--- src/rtl/led_scan_seq.sv ---
// LED scan sequencer: steps a 3-bit decoder select every CNT_MAX+1 clocks with start/stop/hold control.
// Define SCAN_PINGPONG_EN to bounce at the sequence ends instead of wrapping modulo 8.
module led_scan_seq #(
  parameter int              CNT_W   = 16,
  parameter logic [CNT_W-1:0] CNT_MAX = 16'd49_999
) (
  input  logic       sys_clk,
  input  logic       sys_rst_n,
  input  logic       start,
  input  logic       stop,
  input  logic       hold,
  input  logic       dir,
  output logic [2:0] sel,
  output logic       busy,
  output logic       step_pulse,
  output logic       wrap_pulse
);

  localparam logic [1:0] ST_IDLE = 2'd0;
  localparam logic [1:0] ST_RUN  = 2'd1;
  localparam logic [1:0] ST_HOLD = 2'd2;

  logic [1:0]       r_state;
  logic [CNT_W-1:0] r_cnt;
  logic             r_dir;
  logic [2:0]       r_sel;
  logic             r_step;
  logic             r_wrap;

  logic w_tick;
  logic w_seqEnd;

  assign w_tick   = (r_cnt == CNT_MAX);
  assign w_seqEnd = r_dir ? (r_sel == 3'd0) : (r_sel == 3'd7);

  // Pulses default low every cycle; only a tick in RUN raises them.
  always_ff @(posedge sys_clk) begin
    if (!sys_rst_n) begin
      r_state <= ST_IDLE;
      r_cnt   <= '0;
      r_dir   <= 1'b0;
      r_sel   <= 3'd0;
      r_step  <= 1'b0;
      r_wrap  <= 1'b0;
    end else begin
      r_step <= 1'b0;
      r_wrap <= 1'b0;
      case (r_state)
        ST_IDLE: begin
          if (start && !stop) begin
            r_state <= ST_RUN;
            r_cnt   <= '0;
            r_dir   <= dir;
            r_sel   <= dir ? 3'd7 : 3'd0;
          end
        end
        ST_RUN: begin
          if (stop) begin
            r_state <= ST_IDLE;
            r_cnt   <= '0;
            r_sel   <= 3'd0;
          end else if (hold) begin
            r_state <= ST_HOLD;
          end else if (w_tick) begin
            r_cnt  <= '0;
            r_step <= 1'b1;
            r_wrap <= w_seqEnd;
            if (w_seqEnd) begin
`ifdef SCAN_PINGPONG_EN
              r_dir <= ~r_dir;
              r_sel <= r_dir ? 3'd1 : 3'd6;
`else
              r_sel <= r_dir ? 3'd7 : 3'd0;
`endif
            end else begin
              r_sel <= r_dir ? (r_sel - 3'd1) : (r_sel + 3'd1);
            end
          end else begin
            r_cnt <= r_cnt + CNT_W'(1);
          end
        end
        ST_HOLD: begin
          // Leaving HOLD does not count, so the frozen prescaler value resumes untouched.
          if (stop) begin
            r_state <= ST_IDLE;
            r_cnt   <= '0;
            r_sel   <= 3'd0;
          end else if (!hold) begin
            r_state <= ST_RUN;
          end
        end
        default: begin
          r_state <= ST_IDLE;
          r_cnt   <= '0;
          r_sel   <= 3'd0;
        end
      endcase
    end
  end

  assign sel        = r_sel;
  assign busy       = (r_state != ST_IDLE);
  assign step_pulse = r_step;
  assign wrap_pulse = r_wrap;

endmodule
--- config.mk ---
export PLATFORM = sky130hd
export DESIGN_NAME = led_scan_seq
export DESIGN_NICKNAME = d
export VERILOG_FILES = /design/src/rtl/led_scan_seq.sv
export SDC_FILE = /design/constraint.sdc
export NUM_CORES = 1
export LEC_CHECK = 0
export BUFFER_PORTS_ARGS = -buffer_cell sky130_fd_sc_hd__buf_2
export CAP_MARGIN = 30
export CELL_PAD_IN_SITES_DETAIL_PLACEMENT = 1
export CELL_PAD_IN_SITES_GLOBAL_PLACEMENT = 2
export CORE_UTILIZATION = 32
export DETAILED_ROUTE_END_ITERATION = 10
export GPL_TIMING_DRIVEN = 0
export PLACE_DENSITY_LB_ADDON = 0.1
export RECOVER_POWER = 100
export SYNTH_ARGS = -nofsm -noshare
export SYNTH_HDL_FRONTEND = slang
export SYNTH_SLANG_ARGS = --single-unit
--- constraint.sdc ---
create_clock -name sys_clk -period 1.8 [get_ports sys_clk]
set_clock_uncertainty 0.05 [all_clocks]
set_input_delay 0.27 -clock sys_clk [delete_from_list [all_inputs] [get_ports sys_clk]]
set_output_delay 0.27 -clock sys_clk [all_outputs]
set_load 0.05 [all_outputs]
=== Word-level counts from Yosys, hierarchy flattened ===
Cells that the tools add are included.

* Register bits after elaboration: 24
* Logic and storage cells: 57
* Bits of input ports: 6
* Output and inout bits: 6

* Muxes and demuxes: 24
* Reduce and logical (&&, ||, !) cells: 11
* Add/subtract/negate cells: 3
* Bitwise operators: 3
* Eq/ne operators: 10

{| class="wikitable"
|+ Operators with widths
! cell !! count
|-
| $mux 16 || 5
|-
| $pmux 16 s3 || 1
|-
| $mux 3 || 9
|-
| $add 16x1->16 const B || 1
|-
| $eq 16x16->1 const B || 1
|-
| $ne 3x3->1 const B || 4
|-
| $mux 2 || 5
|-
| $pmux 3 s3 || 1
|-
| $pmux 2 s3 || 1
|-
| $reduce_and 3->1 || 2
|-
| $reduce_or 5->1 || 1
|-
| $ne 2x2->1 const B || 2
|-
| $reduce_and 4->1 || 1
|-
| $reduce_or 4->1 || 1
|-
| $add 3x1->3 const B || 1
|-
| $eq 3x3->1 const B || 1
|-
| $logic_not 3->1 || 1
|-
| $not 1->1 || 3
|-
| $sub 3x1->3 const B || 1
|-
| $eq 2x1->1 const B || 1
|-
| $eq 2x2->1 const B || 1
|-
| $logic_not 2->1 || 1
|-
| $mux 1 || 2
|-
| $reduce_and 2->1 || 1
|-
| other kinds (3) || 3
|}

=== Depth between registers and ports, before layout ===
Gate-level depths: netlist of the first run.

* Depth in word-level cells: 7
* Gate-level depth with buffers: 7
* Mapped depth without buffers: 5

=== Worst setup path before layout of the first run ===
OpenSTA, ideal clock, no wires.

* Kind: register -> register
* From: register r_sel[1] (netlist: sel[1])
* To: register r_sel[1] (netlist: sel[1])
* Setup slack: -0.073 ns
* Library setup time: 0.122 ns
* Data required time: 1.628 ns
* Path buffers: 0
* Arrival: 1.702 ns
* Period minus slack after synthesis: 1.873 ns
* Cell stages (with the launch flop): 5
* Cells stage by stage: dfxtp_1 fa_1 o21bai_1 a21oi_1 o311a_1

* Longest elaborated chain between the ends: 7
* Elaborated cells between the ends (all ways): 11
* Classes of those cells: 2 x add/sub; 1 x eq/ne; 7 x mux; 1 x reduce/logical

{| class="wikitable"
|+ RTL lines
! item !! RTL line !! text
|-
| from (decl) || 26 || <nowiki>logic [2:0] r_sel;</nowiki>
|-
| from (signal assigned) || 54 || <nowiki>r_sel <= dir ? 3'd7 : 3'd0;</nowiki>
|-
| from (signal assigned) || 73 || <nowiki>r_sel <= r_dir ? 3'd7 : 3'd0;</nowiki>
|-
| from (signal assigned) || 76 || <nowiki>r_sel <= r_dir ? (r_sel - 3'd1) : (r_sel + 3'd1);</nowiki>
|-
| $add 3x1->3, or another cell as far along || 76 ||
|-
| $mux 3 / $mux 1 (equally long branches) || 76, 34 ||
|-
| $mux 3 (*) || 68 || <nowiki>if (w_seqEnd) begin</nowiki>
|-
| $mux 3 (*) || 64 || <nowiki>end else if (w_tick) begin</nowiki>
|-
| $mux 3 (*) || 62 || <nowiki>end else if (hold) begin</nowiki>
|-
| $mux 3 (*) || 58 || <nowiki>if (stop) begin</nowiki>
|-
| $pmux 3 s3 (*) || 48 || <nowiki>case (r_state)</nowiki>
|}

Every way passes the cells marked *; elsewhere a longest branch is shown, timed or not. The select of a mux whose other input is x is not followed.
A chain may end at the register's enable or synchronous reset.

=== Final worst setup path of the first run ===
* From: register r_cnt[1]
* To: register r_sel[0] (netlist: sel[0])

* Longest elaborated chain between the ends: 3

{| class="wikitable"
|+ RTL lines
! item !! RTL line !! text
|-
| from (decl) || 24 || <nowiki>logic [CNT_W-1:0] r_cnt;</nowiki>
|-
| from (signal assigned) || 79 || <nowiki>r_cnt <= r_cnt + CNT_W'(1);</nowiki>
|-
| $eq 16x16->1 || 33 || <nowiki>assign w_tick = (r_cnt == CNT_MAX);</nowiki>
|-
| $ne 3x3->1 (no source line) || -- ||
|-
| $reduce_and 4->1 (no source line) || -- ||
|}

No other way between the ends.

==> flow_metrics.env, run 1 <==
export IMPL_ir_drop_uv=507
export IMPL_antenna_cells=0
export IMPL_crit_start="r_cnt[1]"
export IMPL_status="finished, final reports clean"
export IMPL_yosysTopAreaCell="dfxtp_1"
export IMPL_synthTopCellsByArea="dfxtp_1 33%, a21oi_1 6.2%, nand4_1 4.3%"
export IMPL_worstHoldStart="hold"
export IMPL_chipHeight_um=69.3
export IMPL_syn_avg_cell_area_sq_um=8.72
export IMPL_row_count=24
export IMPL_dp_hpwl_um=2820
export IMPL_cts_sinks=24
export IMPL_synth_edf_count=0
export IMPL_clk_pin_slew_ns=0.09
export IMPL_finalSetupViolations=0
export IMPL_leakage_nw=0.570
export IMPL_tightest_slew_ns=0.603
export IMPL_syn_to_final_growth_pct=27.5
export IMPL_synth_warnings=0
export IMPL_initial_core_util_pct=33.2
export IMPL_gr_total_overflow=0
export IMPL_fp_coreArea_sq_um=4350
export IMPL_cp_max_fo=5
export IMPL_rsz0062_at_grt="true"
export IMPL_io_pins=12
export IMPL_required_ns=1.90
export IMPL_ys_seq_area_share_pct=33.2
export IMPL_drt_iter0_markers=29
export IMPL_grt_pass1_wl_um=6980
export IMPL_drc_errors=0
export IMPL_via_per_inst=5.77
export IMPL_first_pass_iters=4
export IMPL_cellPowerDensity_nw_per_um2=583
export IMPL_dieArea_sq_um=4800
export IMPL_final_nets=200
export IMPL_port_buffers=11
export IMPL_routed_wl_um=4250
export IMPL_ctsLongestPathBuffers=2
export IMPL_fin_tns_setup_ns=0
export IMPL_postCtsHoldBufs=0
export IMPL_track_usage_pct=18.2
export IMPL_stdcell_count=242
export IMPL_r2r_start="r_cnt[1]"
export IMPL_cts_max_level=1
export IMPL_period_share_pct=97.5
export IMPL_grt_max_degree=13
export IMPL_syn_cell_area_sq_um=1450
export IMPL_antenna_left=0
export IMPL_cts_tree="yes"
export IMPL_synth_seq_cells=24
export IMPL_synth_top_cell_area_share_pct=33.2
export IMPL_cap_violations=0
export IMPL_period_needed_ns=1.76
export IMPL_dp_cells=229
export IMPL_relSlewSlack_pct=60.0
export IMPL_synth_cell_types=52
export IMPL_grt_antenna_before_repair=0
export IMPL_critPathLaunchType="flip-flop"
export IMPL_synth_common_cells="24 x dfxtp_1, 18 x a21oi_1, 10 x nand4_1"
export IMPL_ys_flop_type="dfxtp_1"
export IMPL_vias=1397
export IMPL_die_width_um=69.3
export IMPL_cts_made_buffers=3
export IMPL_nFillCells=510
export IMPL_holdWs_ns=0.186
export IMPL_grt_pass1_vias=1330
export IMPL_syn_nets=174
export IMPL_clock_fmax_mhz=570
export IMPL_fin_util_pct=42.4
export IMPL_async_reset_ff_share_pct=0
export IMPL_post_synth_top_count_cell="dfxtp_1"
export IMPL_syn_inst=166
export IMPL_cp_data_arrival_time_ns=1.85
export IMPL_avgRoutedWirePerCell_um=17.6
export IMPL_drive_above_1_share_pct=34.7
export IMPL_clock_latency_ns=0.27
export IMPL_cts_root_buf="clkbuf_8"
export IMPL_hold_violations=0
export IMPL_crit_type="reg -> reg"
export IMPL_end_kind="flip-flop"
export IMPL_slew_violations=0
export IMPL_gp_congestion=0.767
export IMPL_hp_class="in -> reg"
export IMPL_power_mw=1.08
registers in the layout, summed over array words and instances (netlist names):
register	count
wrap_pulse	1
r_state	2
step_pulse	1
r_dir	1
sel	3
r_cnt	16
cell type report:
type	count	area (sq um)	area share, %
inverter	10	37.5	2.03
sequential	24	507	27.5
timing repair buffer	24	166	9.02
buffer	5	40.0	2.17
tap	52	65.1	3.53
multi-input combinational	124	988	53.6
clock buffer	3	41.3	2.24
worst max-delay path, stage by stage (launching register included):
cell and delay (ns):
dfxtp_4 0.38, ha_4 0.16, and4_1 0.26, a41oi_4 0.19, nand2b_4 0.21, o311a_1 0.38
per-layer routing:
layer	up-vias	track usage [%]	routed length, um
met4	0	3.85	66
li1	687	-	-
met2	10	30.0	2050
met5	-	0	0
met3	6	3.49	71
met1	694	24.6	2060
report_power, final:
part	total, mW	leakage, nW	switching (mW)	internal [mW]
Combinational	0.200	0.348	0.123	0.0767
Clock	0.322	0.0216	0.172	0.150
Sequential	0.554	0.201	0.0192	0.534
cells in the final DEF, fill, tap and decap left out, drive strengths merged, types with 3 or more instances in the layout:
| cell type | netlist | layout |
|---|---|---|
| dfxtp | 24 | 24 |
| buf | 8 | 22 |
| a21oi | 18 | 18 |
| nand4 | 10 | 10 |
| clkbuf | 0 | 10 |
| inv | 9 | 9 |
| nand2 | 9 | 9 |
| o31ai | 6 | 6 |
| nor2 | 6 | 6 |
| or4 | 6 | 6 |
| nand3 | 5 | 5 |
| nand2b | 5 | 5 |
| o21ai | 5 | 5 |
| nor3b | 5 | 5 |
| o21bai | 4 | 4 |
| and3 | 3 | 3 |
| nor3 | 3 | 3 |
| or3 | 3 | 3 |
stage by stage:
step	setup slack, ns	instance area [sq um]
2_1_floorplan	0.101	1450
3_3_place_gp	-0.0815	1570
3_5_place_dp	-0.104	1570
4_1_cts	-0.00743	1800
5_1_grt	-0.00934	1850
6_report	0.0449	1850
what timing repair did:
item,in CTS,in global routing
buffers inserted,9,3
pin swaps,12,9
resized for setup,31,15
cloned,1,0
setup endpoints to repair,20,20
path summary, 6_finish.rpt:
kind,cells after the start,endpoint,slack [ns]
setup / recovery,5,sel[0],0.04
hold / removal,2,step_pulse,0.19
setup reg to reg,5,sel[0],0.04
hold reg to reg,2,r_cnt[0],0.45
kinds of logic after synthesis:
group	after synthesis	share of synthesized area (%)
and+or+nand+nor	68	30.1
AOI/OAI and AO/OA	51	25.2
DFF	24	33.2
buffers and inverters	18	7.43
xor gates and xnor gates	2	1.21
adders and majority gates	2	2.25
muxes	1	0.691
No activity file was read; power rests on OpenSTA's default activity.
==> inputs of run 2 (changes only) <==
--- a/config.mk
+++ b/config.mk
@@ -9,7 +9,7 @@
 export CAP_MARGIN = 30
 export CELL_PAD_IN_SITES_DETAIL_PLACEMENT = 1
 export CELL_PAD_IN_SITES_GLOBAL_PLACEMENT = 2
-export CORE_UTILIZATION = 32
+export CORE_UTILIZATION = 30
 export DETAILED_ROUTE_END_ITERATION = 10
 export GPL_TIMING_DRIVEN = 0
 export PLACE_DENSITY_LB_ADDON = 0.1
==> run 2 against run 1 <==
Hold slack better by 0.0050 ns. Via count grew 1.8%. Sequential share of layout area decreased by 0.49 points. Utilization decreased by 1.4 points. Final cell count rose by 0.83%. Total power is 1.7% higher. Critical path depth is the same. Design area hardly changed. Count of clock-buffer cells in the layout is the same. Critical path type unchanged. Largest power group unchanged. Highest routed layer unchanged.
==> flow_metrics.env, run 2 (same netlist as run 1, synthesis figures left out) <==
export IMPL_row_count=24
export IMPL_clk_pin_slew_ns=0.09
export IMPL_largest_register="r_cnt"
export IMPL_port_buffers=11
export IMPL_cts_max_level=1
export IMPL_nFillCells=534
export IMPL_fp_coreArea_sq_um=4500
export IMPL_grt_antenna_before_repair=0
export IMPL_cp_max_fo=9
export IMPL_dieArea_sq_um=5110
export IMPL_final_nets=202
export IMPL_holdWs_ns=0.190
export IMPL_cp_data_arrival_time_ns=1.93
export IMPL_leakage_nw=0.583
export IMPL_grt_max_degree=13
export IMPL_antenna_cells=0
export IMPL_grt_pass1_wl_um=6620
export IMPL_first_pass_iters=4
export IMPL_end_kind="flip-flop"
export IMPL_cellPowerDensity_nw_per_um2=592
export IMPL_avgRoutedWirePerCell_um=17.2
export IMPL_antenna_left=0
export IMPL_drt_iter0_markers=25
export IMPL_hp_class="in -> reg"
export IMPL_ir_drop_uv=387
export IMPL_layout_setup_ws_ns=0.0359
export IMPL_p_sw_uw=323
export IMPL_placed_cell_area_sq_um=1570
export IMPL_rsz0062_at_grt="true"
export IMPL_grt_pass1_vias=1335
export IMPL_r2r_start="r_state[1]"
export IMPL_clkPwrFrac_pct=30.7
export IMPL_rrSetupSlack_ns=0.04
export IMPL_die_width_um=71.5
export IMPL_tightest_slew_ns=0.599
export IMPL_postCtsHoldBufs=0
export IMPL_worstSetupEndpoint="r_cnt[14]"
export IMPL_routed_wl_um=4200
export IMPL_period_needed_ns=1.76
export IMPL_ff2ff_path_depth=5
export IMPL_period_share_pct=98.0
export IMPL_via_per_inst=5.83
export IMPL_dpl_worst_slack_ns=-0.133
export IMPL_p_comb_share_pct=18.6
export IMPL_cap_violations=0
export IMPL_crit_type="reg -> reg"
export IMPL_slew_violations=0
export IMPL_holdPathStages=2
export IMPL_drc_errors=0
export IMPL_r2r_end="r_cnt[14]"
export IMPL_gp_congestion=0.766
export IMPL_crit_start="r_state[1]"
export IMPL_gr_total_overflow=0
export IMPL_internal_power_uw=770
export IMPL_chipHeight_um=71.5
export IMPL_clock_latency_ns=0.27
export IMPL_switching_share_pct=29.6
export IMPL_dp_hpwl_um=2910
export IMPL_syn_to_final_growth_pct=27.6
export IMPL_design_area_sq_um=1850
export IMPL_finalSetupViolations=0
export IMPL_final_cell_mix="14 x dfxtp_1, 10 x buf_6, 10 x nand4_1, 10 x a21oi_1"
export IMPL_cts_sinks=24
export IMPL_seqPwrFrac_pct=50.7
export IMPL_fin_tns_setup_ns=0
export IMPL_track_usage_pct=16.4
export IMPL_largest_register_ff_count=16
export IMPL_critPathLaunchType="flip-flop"
export IMPL_cts_tree="yes"
export IMPL_required_ns=1.96
export IMPL_drive_above_1_share_pct=34.9
export IMPL_fin_util_pct=41.0
export IMPL_ctsLongestPathBuffers=2
export IMPL_cts_root_buf="clkbuf_8"
export IMPL_clock_fmax_mhz=567
export IMPL_hold_violations=0
export IMPL_final_common_cell="dfxtp_1"
export IMPL_relSlewSlack_pct=60.2
export IMPL_cts_made_buffers=3
export IMPL_vias=1422
export IMPL_status="finished, final reports clean"
export IMPL_initial_core_util_pct=32.1
export IMPL_io_pins=12
[run 2: changes by cell type in the layout (fill, tap and decap cells not counted), moves of 2 or more]
| cell | previous run | this run |
|---|---|---|
| buf_6 | 6 | 10 |
| dfxtp_4 | 5 | 2 |
| buf_2 | 8 | 6 |
| dfxtp_2 | 6 | 8 |
[run 2: layer usage]
layer | vias up | part of all wire, % | global-route usage [%]
met5 | - | 0 | 0
met4 | 0 | 1.0 | 5.23
met3 | 4 | 1.7 | 2.11
met2 | 12 | 48 | 26.7
met1 | 714 | 49 | 22.8
li1 | 692 | - | -
[run 2: critical path, stage by stage, from the launching register on]
cell and delay [ns]:
dfxtp_1 0.34, buf_6 0.13, and4bb_4 0.20, a211o_4 0.31, or4_1 0.53, a21oi_2 0.14
[run 2: per-stage QoR]
step	total power [mW]	cells
floorplan	0.689	166
global placement	0.735	229
detailed placement	0.739	229
CTS	1.08	234
global route	1.15	244
finish	1.09	244
[run 2: worst min path at each step]
stage,start,to,slack [ns]
detailed placement,r_cnt[1],r_cnt[1],0.46
global placement,r_cnt[1],r_cnt[1],0.43
finish,hold,step_pulse,0.19
floorplan,hold,step_pulse,0.31
global route,hold,step_pulse,0.20
CTS,hold,step_pulse,0.19
[run 2: area by class of cell]
class                      instances  area [sq um]  area share (%)
buffer                             7          71.3            3.86
clock buffer                       3          41.3            2.24
inverter                          10          37.5            2.03
multi-input combinational        124           972            52.6
sequential                        24           498            27.0
tap                               52          65.1            3.52
timing repair buffer              24           161            8.74
[run 2: what timing repair did]
item,in CTS,in global routing
pin swaps,1,9
hold endpoints to repair,0,0
buffers inserted,2,11
resized for setup,15,31
endpoints found under the setup margin,20,20
cloned,0,1
[run 2: power by group through the flow]
stage	registers, mW	clock network [mW]	logic [mW]
2_1_floorplan	0.587	0	0.102
3_3_place_gp	0.568	0	0.167
3_5_place_dp	0.569	0	0.170
4_1_cts	0.557	0.344	0.180
5_1_grt	0.557	0.371	0.221
6_report	0.554	0.336	0.204
==> inputs of run 3 (changes only) <==
--- a/config.mk
+++ b/config.mk
@@ -14,6 +14,8 @@
 export GPL_TIMING_DRIVEN = 0
 export PLACE_DENSITY_LB_ADDON = 0.1
 export RECOVER_POWER = 100
+export REMOVE_ABC_BUFFERS = 1
+export SLEW_MARGIN = 30
 export SYNTH_ARGS = -nofsm -noshare
 export SYNTH_HDL_FRONTEND = slang
 export SYNTH_SLANG_ARGS = --single-unit
==> run 3 against run 2 <==
Utilization is 1.9 points lower. Final cell count is 3.7% lower. Sequential share of layout area rose by 2.1 points. Register-to-register slack worse by 0.03 ns. Via count decreased by 1.7%. Fmax is 1.4% lower. Critical path type unchanged.
==> flow_metrics.env, run 3 (same netlist as run 1, synthesis figures left out) <==
export IMPL_placed_cell_area_sq_um=1500
export IMPL_grt_antenna_before_repair=0
export IMPL_clock_latency_ns=0.28
export IMPL_hold_end="step_pulse"
export IMPL_largest_register="r_cnt"
export IMPL_hold_violations=0
export IMPL_port_buffers=11
export IMPL_cts_tree="yes"
export IMPL_antenna_left=0
export IMPL_grt_max_degree=13
export IMPL_cap_violations=0
export IMPL_antenna_cells=0
export IMPL_fp_coreArea_sq_um=4500
export IMPL_design_area_sq_um=1760
export IMPL_hp_class="in -> reg"
export IMPL_drive_above_1_share_pct=30.6
export IMPL_ctsLongestPathBuffers=2
export IMPL_final_common_cell="a21oi_1"
export IMPL_finalSetupViolations=0
export IMPL_dieArea_sq_um=5110
export IMPL_largest_register_ff_count=16
export IMPL_vias=1398
export IMPL_fin_tns_setup_ns=0
export IMPL_drt_iter0_markers=53
export IMPL_initial_core_util_pct=32.1
export IMPL_ir_drop_uv=250
export IMPL_holdPathStages=2
export IMPL_grt_pass1_wl_um=7270
export IMPL_postCtsHoldBufs=0
export IMPL_routed_wl_um=4340
export IMPL_grt_pass1_vias=1499
export IMPL_row_count=24
export IMPL_r2r_end="r_cnt[9]"
export IMPL_power_mw=1.08
export IMPL_via_per_inst=5.95
export IMPL_gr_total_overflow=0
export IMPL_required_ns=1.96
export IMPL_period_needed_ns=1.79
export IMPL_cts_root_buf="clkbuf_8"
export IMPL_chipHeight_um=71.5
export IMPL_tightest_slew_ns=0.595
export IMPL_fin_util_pct=39.1
export IMPL_dp_hpwl_um=2760
export IMPL_clk_pin_slew_ns=0.09
export IMPL_slew_violations=0
export IMPL_final_nets=193
export IMPL_grt_busiest_layer="met2"
export IMPL_period_share_pct=99.4
export IMPL_leakage_nw=0.535
export IMPL_cts_max_level=1
export IMPL_cp_data_arrival_time_ns=1.95
export IMPL_relSlewSlack_pct=60.5
export IMPL_rrSetupSlack_ns=0.01
export IMPL_holdWs_ns=0.197
export IMPL_clock_fmax_mhz=559
export IMPL_ff2ff_path_depth=4
export IMPL_drc_errors=0
export IMPL_crit_type="reg -> reg"
export IMPL_track_usage_pct=18.3
export IMPL_die_width_um=71.5
export IMPL_grt_use_met1_pct=22.0
export IMPL_grtUsageMet2_pct=32.3
export IMPL_cellPowerDensity_nw_per_um2=612
export IMPL_cts_sinks=24
export IMPL_first_pass_iters=4
export IMPL_end_kind="flip-flop"
export IMPL_worstHoldStart="hold"
export IMPL_io_pins=12
export IMPL_final_cell_mix="16 x a21oi_1, 11 x dfxtp_1, 10 x nand4_1"
export IMPL_rsz0062_at_grt="true"
export IMPL_syn_to_final_growth_pct=21.7
export IMPL_critPathLaunchType="flip-flop"
export IMPL_r2r_start="r_state[0]"
export IMPL_avgRoutedWirePerCell_um=18.5
export IMPL_gp_congestion=0.756
export IMPL_grt_use_met3_pct=3.66
export IMPL_status="finished, final reports clean"
export IMPL_cts_made_buffers=3
export IMPL_cp_max_fo=8
==> run 3: cell types whose count changed in the layout (fill, tap and decap cells not counted), sizes merged <==
cell           previous run  this run
buf                      24        13
a211o                     1         3
clkdlybuf4s25             0         1
clkbuf                   10         9
==> run 3: worst max-delay path, cell delays in order, from the launching register on <==
cell	delay (ns)
dfxtp_4	0.39
and4bb_4	0.25
a211o_4	0.35
or4_1	0.52
a21oi_2	0.17
==> run 3: metal layers <==
metal	vias up	share of wire, %
li1	675	-
met1	701	45
met2	14	51
met3	8	2.2
met4	0	1.9
met5	-	0
==> run 3: repair_timing <==
item,CTS,global route
pin swaps,3,2
buffers inserted,5,4
gates resized for setup,23,16
endpoints found under the setup margin,20,14
gates cloned,2,0
==> run 3: power by group <==
group	internal (mW)	total, mW	switching [mW]
Clock	0.150	0.334	0.183
Sequential	0.533	0.552	0.0195
Combinational	0.0761	0.192	0.116
==> run 3: how the worst max path moves through the flow <==
stage,startpoint,end,slack [ns],depth (start not counted)
after floorplan,sel[1],sel[1],-0.08,4
after global placement,r_state[1],sel[1],-0.32,4
after global routing,r_state[0],r_cnt[9],-0.03,4
after detailed placement,r_state[1],r_cnt[11],-0.37,4
final,r_state[0],r_cnt[9],0.01,4
after CTS,r_cnt[7],r_cnt[11],0.0001,4
==> run 3: metrics by stage <==
stage          setup WS [ns]  cells
4_1_cts             0.000125    231
5_1_grt              -0.0290    235
3_3_place_gp          -0.317    221
6_report              0.0105    235
3_5_place_dp          -0.371    221
2_1_floorplan        -0.0784    158
==> run 3: cell type report <==
cell class                      count  area [sq um]
Clock buffer                        3          41.3
Fill cell                         538          2740
Inverter                           10          37.5
Multi-Input combinational cell    126           971
Sequential cell                    24           512
Tap cell                           52          65.1
Timing Repair Buffer               20           135
